## src/rtl/keypad_arbiter_pkg.sv

```systemverilog
// -----------------------------------------------------------------------------
// keypad_arbiter_pkg
// Shared types for the keypad sharing logic.
//   senhaPac_t          : packed digit packet produced by the keypad decoder
//                         (four BCD nibbles, d0 = most recent digit)
//   arbState_t          : ownership state of the keypad arbiter
//   KB_IDLE_TIMEOUT_DEF : default inactivity window in clk cycles
//                         (5 s at the 1 kHz divided clock)
// -----------------------------------------------------------------------------
package keypad_arbiter_pkg;

  typedef struct packed {
    logic [3:0] d3;
    logic [3:0] d2;
    logic [3:0] d1;
    logic [3:0] d0;
  } senhaPac_t;

  typedef enum logic [1:0] {
    IDLE      = 2'd0,
    OWN_OP    = 2'd1,
    OWN_SETUP = 2'd2,
    DRAIN     = 2'd3
  } arbState_t;

  localparam int KB_IDLE_TIMEOUT_DEF = 5000;

endpackage

```

## src/rtl/keypad_arbiter_timeout_counter.sv

```systemverilog
// -----------------------------------------------------------------------------
// timeout_counter
// Saturating up-counter used as the inactivity timer of the keypad arbiter.
//   clk   in  clock
//   rst   in  asynchronous active-low reset (count -> 0)
//   i_clr in  synchronous clear, dominates i_en
//   i_en  in  count enable
//   o_tc  out high while the count sits at LIMIT-1, i.e. during the last
//             cycle of a LIMIT-cycle window that started at count 0
// The count stops at LIMIT so it can never wrap back into a "fresh" value.
// -----------------------------------------------------------------------------
module timeout_counter #(
  parameter int LIMIT = 8
) (
  input  logic clk,
  input  logic rst,
  input  logic i_clr,
  input  logic i_en,
  output logic o_tc
);

  localparam int CW = $clog2(LIMIT + 1);

  logic [CW-1:0] r_count;

  always_ff @(posedge clk or negedge rst) begin
    if (!rst) begin
      r_count <= '0;
    end else if (i_clr) begin
      r_count <= '0;
    end else if (i_en && (r_count != CW'(LIMIT))) begin
      r_count <= r_count + CW'(1);
    end
  end

  assign o_tc = (r_count == CW'(LIMIT - 1));

endmodule

```

## src/rtl/keypad_arbiter.sv

```systemverilog
// -----------------------------------------------------------------------------
// keypad_arbiter
// Shares the single matrix-keypad decoder between the operational controller
// and the setup controller. One owner at a time; every ownership change goes
// through a one-cycle DRAIN plus one IDLE arbitration cycle, and an owner that
// stays silent for IDLE_TIMEOUT cycles is forcibly released and locked out
// until it drops its request.
//
// Ports:
//   clk                 in  divided system clock
//   rst                 in  asynchronous active-low reset
//   req_op / req_setup  in  level requests from the two controllers
//   setup_on            in  setup mode active (setup has absolute priority)
//   kb_digitos_value    in  digit packet from the keypad decoder
//   kb_digitos_valid    in  single-cycle valid from the keypad decoder
//   kb_enable           out enable to the keypad decoder (while owned)
//   gnt_op / gnt_setup  out current owner
//   op_digitos_*        out packet/valid routed to operational
//   setup_digitos_*     out packet/valid routed to setup
//   timeout_pulse       out one-cycle pulse on forced release
// -----------------------------------------------------------------------------
module keypad_arbiter
  import keypad_arbiter_pkg::*;
#(
  parameter int   IDLE_TIMEOUT = KB_IDLE_TIMEOUT_DEF,
  parameter logic PRIO_SETUP   = 1'b1
) (
  input  logic      clk,
  input  logic      rst,
  input  logic      req_op,
  input  logic      req_setup,
  input  logic      setup_on,
  input  senhaPac_t kb_digitos_value,
  input  logic      kb_digitos_valid,
  output logic      kb_enable,
  output logic      gnt_op,
  output logic      gnt_setup,
  output senhaPac_t op_digitos_value,
  output logic      op_digitos_valid,
  output senhaPac_t setup_digitos_value,
  output logic      setup_digitos_valid,
  output logic      timeout_pulse
);

  arbState_t r_state;
  logic      r_lock_op;
  logic      r_lock_setup;

  logic w_own_op;
  logic w_own_setup;
  logic w_owned;
  logic w_tc;
  logic w_timeout;
  logic w_want_op;
  logic w_want_setup;

  assign w_own_op     = (r_state == OWN_OP);
  assign w_own_setup  = (r_state == OWN_SETUP);
  assign w_owned      = w_own_op | w_own_setup;
  assign w_want_op    = req_op & ~r_lock_op;
  assign w_want_setup = req_setup & ~r_lock_setup;

  // A valid in the terminal cycle wins over the timeout.
  assign w_timeout = w_owned & w_tc & ~kb_digitos_valid;

  // Held at zero while unowned, so every grant starts from a clean window;
  // any routed digit restarts the window.
  timeout_counter #(
    .LIMIT (IDLE_TIMEOUT)
  ) u_timeout_counter (
    .clk   (clk),
    .rst   (rst),
    .i_clr (~w_owned | kb_digitos_valid),
    .i_en  (w_owned),
    .o_tc  (w_tc)
  );

  always_ff @(posedge clk or negedge rst) begin
    if (!rst) begin
      r_state      <= IDLE;
      r_lock_op    <= 1'b0;
      r_lock_setup <= 1'b0;
    end else begin
      case (r_state)
        IDLE: begin
          if (setup_on && w_want_setup) begin
            r_state <= OWN_SETUP;
          end else if (!setup_on && w_want_op) begin
            // Tie-break only matters when setup is also eligible.
            r_state <= (w_want_setup && PRIO_SETUP) ? OWN_SETUP : OWN_OP;
          end
        end
        OWN_OP: begin
          // setup_on can only be high here if it rose after the grant.
          if (!req_op || setup_on || w_timeout) begin
            r_state <= DRAIN;
          end
        end
        OWN_SETUP: begin
          if (!req_setup || w_timeout) begin
            r_state <= DRAIN;
          end
        end
        DRAIN:   r_state <= IDLE;
        default: r_state <= IDLE;
      endcase

      // Setting the lock takes precedence over the release in the same cycle.
      if (w_timeout && w_own_op) begin
        r_lock_op <= 1'b1;
      end else if (!req_op) begin
        r_lock_op <= 1'b0;
      end

      if (w_timeout && w_own_setup) begin
        r_lock_setup <= 1'b1;
      end else if (!req_setup) begin
        r_lock_setup <= 1'b0;
      end
    end
  end

  assign kb_enable     = w_owned;
  assign gnt_op        = w_own_op;
  assign gnt_setup     = w_own_setup;
  assign timeout_pulse = w_timeout;

  // Zero-latency routing; digits arriving while unowned are simply dropped.
  assign op_digitos_valid    = kb_digitos_valid & w_own_op;
  assign setup_digitos_valid = kb_digitos_valid & w_own_setup;
  assign op_digitos_value    = w_own_op    ? kb_digitos_value : '0;
  assign setup_digitos_value = w_own_setup ? kb_digitos_value : '0;

endmodule
```

## config.mk

```make
export PLATFORM = sky130hd
export DESIGN_NAME = keypad_arbiter
export DESIGN_NICKNAME = d
export VERILOG_FILES = /design/src/rtl/keypad_arbiter_pkg.sv /design/src/rtl/keypad_arbiter_timeout_counter.sv /design/src/rtl/keypad_arbiter.sv
export SDC_FILE = /design/constraint.sdc
export NUM_CORES = 1
export LEC_CHECK = 0
export CAP_MARGIN = 20
export CORE_MARGIN = 2
export CORE_UTILIZATION = 43
export DETAILED_ROUTE_END_ITERATION = 7
export PLACE_DENSITY = 0.8
export SYNTH_ARGS = -nofsm -noshare
export SYNTH_HDL_FRONTEND = slang
export SYNTH_SLANG_ARGS = --single-unit
export TNS_END_PERCENT = 50
```

## constraint.sdc

```tcl
create_clock -name clk -period 4.2 [get_ports clk]
set_input_delay 0.63 -clock clk [delete_from_list [all_inputs] [get_ports clk]]
set_output_delay 0.63 -clock clk [all_outputs]
set_load 0.02 [all_outputs]
```

==> After elaboration in Yosys (flattened, before gate mapping) <==
Index checks and enable logic that the tools add are counted.
{ "classes": {"n_addsub": 1, "n_eq_ne": 10, "muxes": 14, "n_bitwise": 12, "n_reduce_logical": 14} }
{ "op_table": {"columns": ["operator", "n"], "rows": [
  ["16-bit 2-to-1 mux", 2],
  ["13-bit 2-to-1 mux", 2],
  ["13-bit by 1-bit adder with 13-bit output, second input constant", 1],
  ["13-bit == test, second input constant", 1],
  ["13-bit != test, second input constant", 1],
  ["2-bit 2-to-1 mux", 5],
  ["2-bit by 1-bit != test with 1-bit output, second input constant", 4],
  ["2-bit case mux with 4 select lines", 1],
  ["1-bit bitwise AND", 6],
  ["1-bit logical AND", 5],
  ["2-bit == test, second input constant", 2],
  ["1-bit 2-to-1 mux", 4],
  ["1-bit inverter", 4],
  ["1-bit logical NOT", 3],
  ["1-bit logical OR", 3],
  ["3-bit != test, second input constant", 1],
  ["3-bit AND reduction", 1],
  ["2-bit by 1-bit == test with 1-bit output, second input constant", 1],
  ["2-bit logical NOT", 1],
  ["1-bit OR", 2],
  ["2-bit nonzero test", 1]
]} }
{ "word_totals": {"register_bits": 17, "input_bits": 22, "out_inout_bits": 38, "wordCells": 55} }

==> Logic depth before layout (Yosys ltp) <==
{ "logic_depth": {"word_depth": 7, "ltp_mapped": 6, "mapped_depth_nobuf": 6} }

==> By module <==
From an unflattened synthesis, not the netlist that was laid out.
{ "hier_totals": {"hier_cells": 142, "hier_area_um2": 1219.9} }
{ "by_module_without_submodules": {"columns": ["module", "n_inst", "cells_each", "area_each_um2", "seq_area_each_um2"], "rows": [
  ["timeout_counter", 1, 78, 724.4, 325.3],
  ["keypad_arbiter", 1, 64, 495.5, 100.1]
]} }

==> Least setup slack after synthesis <==
No wires, ideal clock.
{ "synth_path": {"path_kind": "register -> output", "from": "register r_state[0]", "to": "output timeout_pulse", "arrival_time_ns": 1.722, "t_required_ns": 3.570, "slack_ns": 1.848, "path_stages_with_launch": 5, "path_buffers": 0, "path_cell_list": "dfrtp_1 > inv_1 > ha_1 > nand2b_1 > nor4_1"} }
{ "synth_between": {"elab_chain_cells": 4, "word_cells_on_any_way": 5, "cone_classes": "eq/ne (2); bitwise (3)"} }
{ "synth_rtl": {"columns": ["element", "line_no", "text"], "rows": [
  ["from (decl)", "keypad_arbiter.sv:45", "arbState_t r_state;"],
  ["from (signal assigned)", "keypad_arbiter.sv:90", "r_state <= (w_want_setup && PRIO_SETUP) ? OWN_SETUP : OWN_OP;"],
  ["2-bit by 1-bit == test with 1-bit output or 2-bit == test (tied branches)", "keypad_arbiter.sv:57, keypad_arbiter.sv:58", null],
  ["1-bit OR *", "keypad_arbiter.sv:59", "assign w_owned = w_own_op | w_own_setup;"],
  ["via kb_enable", "keypad_arbiter.sv:35", "output logic kb_enable,"],
  ["1-bit bitwise AND * (2 in a row)", "keypad_arbiter.sv:64", "assign w_timeout = w_owned & w_tc & ~kb_digitos_valid;"],
  ["to (decl)", "keypad_arbiter.sv:42", "output logic timeout_pulse"]
]} }
The timed path passes the listed nets; every way through them passes the cells marked *.

==> Worst setup path in the final report <==
{ "layout_path": {"from": "input kb_digitos_valid", "to": "output timeout_pulse"} }
{ "layout_between": {"elab_chain_cells": 2} }
{ "layout_rtl": {"columns": ["element", "line_no", "text"], "rows": [
  ["from (decl)", "keypad_arbiter.sv:34", "input logic kb_digitos_valid,"],
  ["1-bit inverter", "keypad_arbiter.sv:64", null],
  ["1-bit bitwise AND", "keypad_arbiter.sv:64", null]
]} }
Every way passes these cells.

==> out/qor.yml <==
logic_synthesis:
  synth_nets: 163
  syn-cell-area_um2: 1230
  synthCells: 136
  synth_top_area_frac: 0.345
  post_synth.cell_area_avg_um2: 9.07
  ys_warn_count: 0
  synth.yosys.seq_area_share: 0.345
  synth_cell_types: 35
  synth_top_area_cell: "dfrtp_1"
  synth_edf_count: 0
  synth_area_leaders: "dfrtp_1 34%, and2_1 18%, ha_1 5.1%, xor2_1 4.3%, nor2_1 3.3%"
  synth-seq-cells: 17
  synth_top_flop_cell: "dfrtp_1"
  synthArstFlopShare: 1.00
route:
  drtPass1Iterations: 4
  vias: 1201
  wl_per_cell_um: 14.0
  drtAntennaViolNets: 0
  drc: 0
  drt_iter0_drc: 40
  wl_mm: 3.16
  vias_per_cell: 5.34
sta:
  tightest_slew_ns: 0.740
  finalClockSkew_ns: 0.00665
  finalSetupViolCount: 0
  hold_viol: 0
  final.min_clock_period_ns: 3.13
  fin_crit_sh: 0.745
  finalSetupTns_ns: 0
  slew_headroom: 0.505
  rsz0062_at_grt: "no"
  holdWs_ns: 0.519
  slew_viol_final: 0
  max_freq_mhz: 320
clock_network:
  cts_tree: "yes"
  root_buffer: "clkbuf_4"
  postCtsHoldBufs: 0
  postCtsSetupBuffers: 0
  worstSkewPairLatency_ns: 0.29
  clock_sinks: 17
  clk_path_buf_depth: 2
  path_clk_slew_ns: 0.09
  htreeDepth: 1
  cts.repair.resized: 0
  cts_buffers: 3
floorplanning:
  die_h_um: 57.6
  die_w_um: 57.6
  io-pin-count: 60
  start_util: 0.451
  die-area_um2: 3310
  row_count: 19
  core_area_um2: 2730
hold_path:
  holdPathStages: 1
  hold_class: "register to register"
  min_to: "r_lock_op$_DFFE_PN0P_"
  hold_path_startpoint: "r_lock_op$_DFFE_PN0P_"
critical_path:
  arrival_ns: 2.50
  r2r_end: "r_state[0]$_DFFE_PN0P_"
  r2r_slack_ns: 2.45
  critical_path_class: "input pin to primary output"
  r2r-start: "r_state[0]$_DFFE_PN0P_"
  setup.worst_path.start_class: "input pin"
  end_kind: "primary output"
  r2r_cells: 6
  path_max_fanout: 13
  required_ns: 3.57
cells_and_area:
  final_cell_mix: "59 x clkdlybuf4s50_1, 35 x and2_1, 17 x dfrtp_1"
  design_area_um2: 1870
  insertedDiodeCount: 0
  final_common_cell: "clkdlybuf4s50_1"
  drive_gt1_frac: 0.0361
  syn_to_final_growth_pct: 51.5
  finalNetCount: 222
  utilization: 0.684
global_routing:
  globalRoute.busiestLayer: "met2"
  met3_usage: 0.0272
  grt_pass1_vias: 1125
  grt_max_degree: 21
  gr-total-overflow: 0
  grt_usage: 0.197
  grt_first_pass_wirelength_mm: 5.06
  use_met1: 0.255
  use_met2: 0.330
  antenna_found_initial: 0
placement:
  io_buffers: 59
  dpl-instance-area_um2: 1840
  place_congestion: 0.837
  post-dp-hpwl_mm: 2.52
power:
  p_leak_nw: 0.765
  ir_worst_vdd_mv: 0.479
  p_per_area_nw_per_um2: 492
run_status:
  status: "complete, no violations"
flow_run:
  maxCapViolCount: 0
==> state kept, by name, indices dropped and copies added, names as in the netlist <==
| signal | count |
|---|---|
| r_lock_setup | 1 |
| r_state | 2 |
| u_timeout_counter.r_count | 13 |
| r_lock_op | 1 |
==> Yosys cell counts (3+ instances only) <==
cell type and n:
ha_1 5, and3_1 3, nor2_1 11, and2_1 35, xnor2_1 3, a21oi_1 3
mux2i_1 3, o21ai_0 4, dfrtp_1 17, inv_1 5, clkbuf_1 3, nand4_1 6
nand2_1 5, xor2_1 6
==> worst max-delay path by stage <==
stage | cells after the start | start | to | slack (ns)
final | 4 | kb_digitos_valid | timeout_pulse | 1.07
after global routing | 4 | kb_digitos_valid | timeout_pulse | 0.97
after CTS | 4 | kb_digitos_valid | timeout_pulse | 1.06
after detailed placement | 4 | kb_digitos_valid | timeout_pulse | 1.07
after global placement | 4 | kb_digitos_valid | timeout_pulse | 1.10
after floorplan | 4 | r_state[0]$_DFFE_PN0P_ | timeout_pulse | 1.85
==> cells by family after synthesis <==
logic type,synth area share
and+or+nand+nor,0.414
DFF,0.345
AOI/OAI and AO/OA,0.0710
buffers and inverters,0.0314
xor gates and xnor gates,0.0639
adders and majority gates,0.0507
muxes,0.0243
==> critical path: stages <==
cell,delay (ns)
clkdlybuf4s50_1,0.48
nand2b_1,0.39
nor4_1,0.35
clkdlybuf4s50_1,0.65
==> final cells by class <==
type                            instances  area [um^2]
Timing Repair Buffer                   59          591
Multi-Input combinational cell        109          769
Clock buffer                            4         26.3
Inverter                                5         18.8
Sequential cell                        17          425
Fill cell                             217          865
Tap cell                               31         38.8
==> report_power, final <==
group | internal (mW) | switching (mW) | total [mW]
Clock | 0.0370 | 0.0491 | 0.0861
Sequential | 0.182 | 0.0123 | 0.194
Combinational | 0.305 | 0.336 | 0.640
Total | 0.523 | 0.397 | 0.920
==> stage by stage <==
| step | setup slack, ns | instances | total power [mW] |
|---|---|---|---|
| after floorplan | 1.85 | 136 | 0.564 |
| after global placement | 1.10 | 221 | 0.831 |
| after detailed placement | 1.07 | 221 | 0.843 |
| after CTS | 1.06 | 225 | 0.931 |
| after global routing | 0.971 | 225 | 0.977 |
| final | 1.07 | 225 | 0.920 |
==> layer usage <==
metal / wire [um] / part of all wire
met5: 0 / 0
met1: 1360 / 0.43
met2: 1470 / 0.47
met3: 260 / 0.082
met4: 60 / 0.019
Power figures use the tool's default switching activity.
